===== src/rtl/clk_div_pkg.sv =====
// Shared types and defaults for the multi-channel clock/tick divider.
package clk_div_pkg;

    localparam int CNT_WIDTH_DEF   = 32;
    localparam int DEFAULT_DIV_DEF = 5000;

    typedef logic [CNT_WIDTH_DEF-1:0] div_t;

    typedef enum logic {
        MODE_TOGGLE = 1'b0,
        MODE_PULSE  = 1'b1
    } out_mode_t;

endpackage


===== src/rtl/clk_div_channel.sv =====
// One divider channel: counter, active/shadow divisor, pending flag and
// registered output. The shadow lands on a period boundary, sync, disable or idle.
module clk_div_channel
    import clk_div_pkg::*;
#(
    parameter int CNT_WIDTH   = CNT_WIDTH_DEF,
    parameter int DEFAULT_DIV = DEFAULT_DIV_DEF
) (
    input  logic                 clk,
    input  logic                 rst_n,
    input  logic                 i_enable,
    input  out_mode_t            i_mode,
    input  logic                 i_wr_hit,
    input  logic [CNT_WIDTH-1:0] i_wr_value,
    input  logic                 i_sync,
    output logic                 o_clk,
    output logic                 o_pending
);

    logic [CNT_WIDTH-1:0] cnt_q, cnt_d;
    logic [CNT_WIDTH-1:0] div_q, div_d;
    logic [CNT_WIDTH-1:0] shd_q, shd_d;
    logic                 pend_q, pend_d;
    logic                 out_q, out_d;

    logic [CNT_WIDTH-1:0] shd_eff_s;
    logic                 pend_eff_s;
    logic                 term_s;
    logic                 apply_s;

    // Next-state: a same-cycle write is folded in before deciding whether it lands now.
    always_comb begin
        shd_eff_s  = i_wr_hit ? i_wr_value : shd_q;
        pend_eff_s = i_wr_hit | pend_q;
        term_s     = (cnt_q == (div_q - CNT_WIDTH'(1)));
        cnt_d      = cnt_q;
        out_d      = out_q;
        apply_s    = 1'b0;
        if (i_sync || !i_enable || (div_q == '0)) begin
            cnt_d   = '0;
            out_d   = 1'b0;
            apply_s = 1'b1;
        end else if (term_s) begin
            cnt_d   = '0;
            out_d   = (i_mode == MODE_PULSE) ? 1'b1 : ~out_q;
            apply_s = 1'b1;
        end else begin
            cnt_d   = cnt_q + CNT_WIDTH'(1);
            out_d   = (i_mode == MODE_PULSE) ? 1'b0 : out_q;
        end
        shd_d  = shd_eff_s;
        div_d  = (apply_s && pend_eff_s) ? shd_eff_s : div_q;
        pend_d = pend_eff_s && !apply_s;
    end

    // Channel state registers.
    always_ff @(posedge clk or negedge rst_n) begin
        if (!rst_n) begin
            cnt_q  <= '0;
            div_q  <= CNT_WIDTH'(DEFAULT_DIV);
            shd_q  <= CNT_WIDTH'(DEFAULT_DIV);
            pend_q <= 1'b0;
            out_q  <= 1'b0;
        end else begin
            cnt_q  <= cnt_d;
            div_q  <= div_d;
            shd_q  <= shd_d;
            pend_q <= pend_d;
            out_q  <= out_d;
        end
    end

    assign o_clk     = out_q;
    assign o_pending = pend_q;

endmodule


===== src/rtl/clk_div_multi.sv =====
// Multi-channel runtime-programmable clock/tick generator: decodes the divisor
// write strobe and instantiates one clk_div_channel per channel.
module clk_div_multi
    import clk_div_pkg::*;
#(
    parameter int CHANNELS    = 4,
    parameter int CNT_WIDTH   = CNT_WIDTH_DEF,
    parameter int DEFAULT_DIV = DEFAULT_DIV_DEF,
    localparam int SEL_W      = (CHANNELS > 1) ? $clog2(CHANNELS) : 1
) (
    input  logic                 i_clk_FPGA,
    input  logic                 i_reset,
    input  logic [CHANNELS-1:0]  i_enable,
    input  logic [CHANNELS-1:0]  i_mode,
    input  logic                 i_div_we,
    input  logic [SEL_W-1:0]     i_div_sel,
    input  logic [CNT_WIDTH-1:0] i_div_value,
    input  logic                 i_sync,
    output logic [CHANNELS-1:0]  o_clk,
    output logic [CHANNELS-1:0]  o_pending
);

    logic [CHANNELS-1:0] wr_hit_s;

    // Write decode; selects beyond the last channel match nothing.
    always_comb begin
        wr_hit_s = '0;
        for (int i = 0; i < CHANNELS; i++) begin
            wr_hit_s[i] = i_div_we && (i_div_sel == SEL_W'(i));
        end
    end

    for (genvar g = 0; g < CHANNELS; g++) begin : g_ch
        clk_div_channel #(
            .CNT_WIDTH   (CNT_WIDTH),
            .DEFAULT_DIV (DEFAULT_DIV)
        ) u_ch (
            .clk        (i_clk_FPGA),
            .rst_n      (i_reset),
            .i_enable   (i_enable[g]),
            .i_mode     (out_mode_t'(i_mode[g])),
            .i_wr_hit   (wr_hit_s[g]),
            .i_wr_value (i_div_value),
            .i_sync     (i_sync),
            .o_clk      (o_clk[g]),
            .o_pending  (o_pending[g])
        );
    end

endmodule


===== config.mk =====
export PLATFORM = sky130hd
export DESIGN_NAME = clk_div_multi
export DESIGN_NICKNAME = d
export VERILOG_FILES = /design/src/rtl/clk_div_pkg.sv /design/src/rtl/clk_div_channel.sv /design/src/rtl/clk_div_multi.sv
export SDC_FILE = /design/constraint.sdc
export NUM_CORES = 1
export LEC_CHECK = 0
export BUFFER_PORTS_ARGS = -buffer_cell sky130_fd_sc_hd__buf_2
export CAP_MARGIN = 20
export CORE_MARGIN = 2
export CORE_UTILIZATION = 46
export CTS_CLUSTER_SIZE = 16
export DETAILED_ROUTE_END_ITERATION = 7
export GPL_TIMING_DRIVEN = 0
export SYNTH_ARGS = -nofsm -noshare
export SYNTH_HDL_FRONTEND = slang
export SYNTH_SLANG_ARGS = --single-unit
export TNS_END_PERCENT = 5

===== constraint.sdc =====
create_clock -name i_clk_FPGA -period 6.6 [get_ports i_clk_FPGA]
set_input_delay 0.33 -clock i_clk_FPGA [delete_from_list [all_inputs] [get_ports i_clk_FPGA]]
set_output_delay 0.33 -clock i_clk_FPGA [all_outputs]
set_load 0.02 [all_outputs]

==> run summary <==
Status: finished clean
Cts bufs inserted: 42
Flops & latches, synth: 392
Register area: 0.00986 mm²
Data arrival time of the critical path: 5.12 ns
Mapped Cells: 1934
H-tree Lvls: 2
Main synth FF type: dfrtp_1
Cell family with most CP delay: simple AND/OR/NAND/NOR gates
Startpoint Class: flop
Design Area, Final: 0.0232 mm²
Area occupied by multi-input gates: 0.0103 mm²
Sequential share of power: 0.446
Setup WS pre-CTS: 1.99 ns
Total power draw: 7400 µW
Top Ports: 54
Worst EP required: 7.03 ns
Syn_nets: 1988
Worst Min Path Start: i_mode[3]
RSZ-0062 raised after global routing: false
Min cycle time layout: 4.69 ns
P_leak: 0.00943 µW
Post-synthesis mux area share: 0.134
CTS sink count: 392
Post-synthesis adder-cell area fraction: 0.00483
Vias in the first global route: 14900
Hold Slack: 0.0446 ns
Clock Skews: 0.0148 ns
Synth Area per Inst: 10.7 µm²
Max_cap viols: 0
FFs w/ async S/R, synth: 1.00
Setup violators final: 0
Share of cells above drive strength 1: 0.208
Pin count of the biggest net entering global routing: 124
VDD IR max: 0.230 mV
Crit path max-delay cell type: nor3b_1
Combinational share of power: 0.233
Cell Area, Synth: 0.0207 mm²
Critical path, cell by cell: inv_1 -> ha_1 -> nor3b_1 -> nand4_1 -> or3_1 -> or3_1 -> nor3_1 -> o31ai_1 -> nor4b_2 -> nand2b_1 -> clkbuf_1 -> clkbuf_1 -> nor2_1
Worst path max stage delay: 0.67 ns
GP Congestion: 0.870
Switch share: 0.307
Final worst-path cycle share: 0.711
Vias per inst: 5.51
Unique masters post-synth: 75
CTS Buffer Depth: 3
Worst-path fanout max: 10
Clock network power share: 0.320
Final max-slew violation count: 0
Wirelength, routed: 49600 µm
First-pass GRT wire length: 80600 µm
Routed WL per cell: 18.6 µm
# rows: 77
Placement Cell Area: 0.0218 mm²
F_max: 213 MHz
Final hold viol count: 0
Drt first pass iters: 5
Initial Util: 0.467
GRT overflow: 0
Die area: 0.0467 mm²
Min-delay worst type: in2reg
Initial antenna violation count: 6
Post-synth EDFFs: 0
Commonest non-fill, non-tap cell in the layout: dfrtp_1
Synth warnings: 0
Post-Synth XOR/XNOR Area: 0.123
Psw: 2270 µW
Worst-margin pin slew: 1.04 ns
Pwr dens: 319 mW/mm²
Final HPWL DP: 35800 µm
Worst r2r src: g_ch[2].u_ch.div_q[0]
Worst setup EP type: flop
Int Pwr: 5130 µW
Simple-gate portion of the synthesized area: 0.188
Port Buffers: 53
Clock latency on the worst-skew pair: 0.57 ns
DRC viols: 0
Largest family of logic cells by synthesized area: simple AND/OR/NAND/NOR gates
CTS tree: done
Post_cts resized: 0
DRT antenna net count: 0
Slew HR: 0.300
Synth Area in Compound Gates: 0.0485
Register area share after synthesis: 0.476
Via Count: 14700
Worst-path clk slew: 0.06 ns
Total Routing Usage GR: 0.216
Worst path bufs/invs: 3
Most frequent cells in the layout: dfrtp_1 (352), nor2_1 (278), mux2_2 (179)
Worst setup path startpoint: g_ch[2].u_ch.div_q[0]
Fillers: 4044
Clk root buf: clkbuf_16
DRT iter0 DRCs: 998
Die Width: 216 µm
Synthesis-to-finish area growth: 12.1%
Core region area: 0.0443 mm²
Worst Setup Path Type: reg2reg
Die extent in y: 216 µm
Final WS setup: 1.91 ns
Nets: 2090
==> cells in the mapped netlist (all sizes together), types with 3 or more instances <==
cell,n,area (µm²)
a211oi,4,30.0
a21boi,3,22.5
a21oi,21,109
a22oi,34,255
a31oi,8,50.1
and2,6,37.5
and3,32,200
and4,12,105
buf,37,235
clkbuf,54,203
dfrtp,352,8810
dfstp,40,1050
ha,8,100
inv,23,86.3
mux2,227,2670
mux2i,10,100
nand2,74,278
nand2b,14,87.6
nand3,79,395
nand3b,12,90.1
nand4,43,269
nand4b,10,87.6
nor2,278,1040
nor2b,13,81.3
nor3,47,250
nor3b,15,113
nor4,41,288
nor4b,5,50.0
o2111ai,5,43.8
o211ai,7,52.6
o21ai,19,95.1
o22ai,3,18.8
o311ai,4,35.0
o31ai,6,45.0
o32ai,4,35.0
or2,7,43.8
or3,27,169
or3b,3,26.3
or4,28,221
or4b,3,30.0
xnor2,146,1280
xor2,146,1280
==> cell type report <==
type / count / share of cell area
Inverter: 23 / 0.00372
Multi-Input combinational cell: 1428 / 0.445
Clock inverter: 9 / 0.00302
Sequential cell: 392 / 0.425
Antenna cell: 3 / 0.000323
Timing Repair Buffer: 58 / 0.0161
Clock buffer: 69 / 0.0567
Buffer: 91 / 0.0189
Tap cell: 592 / 0.0319
==> per-stage QoR <==
| step | setup TNS, ns | cells | util |
|---|---|---|---|
| 2_1_floorplan | 0 | 1934 | - |
| 3_3_place_gp | -846.01 | 2579 | 0.490 |
| 3_5_place_dp | 0 | 2583 | 0.492 |
| 4_1_cts | 0 | 2662 | 0.524 |
| 5_1_grt | 0 | 2662 | 0.524 |
| 6_report | 0 | 2665 | 0.524 |
==> flip-flops by register name, indices dropped and copies added, names as in the netlist <==
name	cells
g_ch.u_ch.cnt_q	128
g_ch.u_ch.div_q	128
g_ch.u_ch.o_clk	4
g_ch.u_ch.o_pending	4
g_ch.u_ch.shd_q	128
==> worst paths after layout <==
kind                            slack [ns]                endpoint  cells past startpoint
min in group asynchronous             0.31   g_ch[2].u_ch.cnt_q[5]                      2
max in group asynchronous             4.80  g_ch[0].u_ch.cnt_q[31]                      4
worst min-delay path                  0.04      g_ch[3].u_ch.o_clk                      3
worst min register to register        0.49  g_ch[0].u_ch.shd_q[20]                      1
worst max-delay path                  1.91  g_ch[2].u_ch.cnt_q[27]                     13
worst max register to register        1.91  g_ch[2].u_ch.cnt_q[27]                     13
==> per-layer routing <==
metal / routed length (µm) / global-route usage
met1: 24000 / 0.306
met4: 761 / 0.0523
met3: 2180 / 0.0342
met5: 0 / 0
met2: 22700 / 0.348
==> cells by family (layout without fill, tap and decap cells) <==
group / count (synthesis) / after routing
AO/OA/AOI/OAI: 139 / 139
flip-flops: 392 / 392
multiplexers: 237 / 237
XOR/XNOR: 292 / 292
adder cells (fa/ha/maj): 8 / 8
other: 0 / 3
AND/OR/NAND/NOR: 752 / 752
buffers and inverters: 114 / 250
==> power groups by stage <==
stage / clock, µW / sequential (µW) / combinational [µW]
2_1_floorplan: 0 / 3180 / 1370
3_3_place_gp: 0 / 3330 / 1660
4_1_cts: 2430 / 3310 / 1730
5_1_grt: 2530 / 3370 / 1930
6_report: 2370 / 3300 / 1730
3_5_place_dp: 0 / 3350 / 1720
==> repair_timing <==
item,CTS,global route
hold endpoints to repair,75,0
hold buffers,1,0
setup buffers,0,0
==> worst register-to-register path: cells and delay by family, from the launching register on <==
kind | cells | cell delay [ns]
AND/OR/NAND/NOR | 8 | 3.03
buffers and inverters | 3 | 0.77
flip-flops | 1 | 0.46
adder cells (fa/ha/maj) | 1 | 0.19
AO/OA/AOI/OAI | 1 | 0.10
No activity file was read; power rests on OpenSTA's default activity.
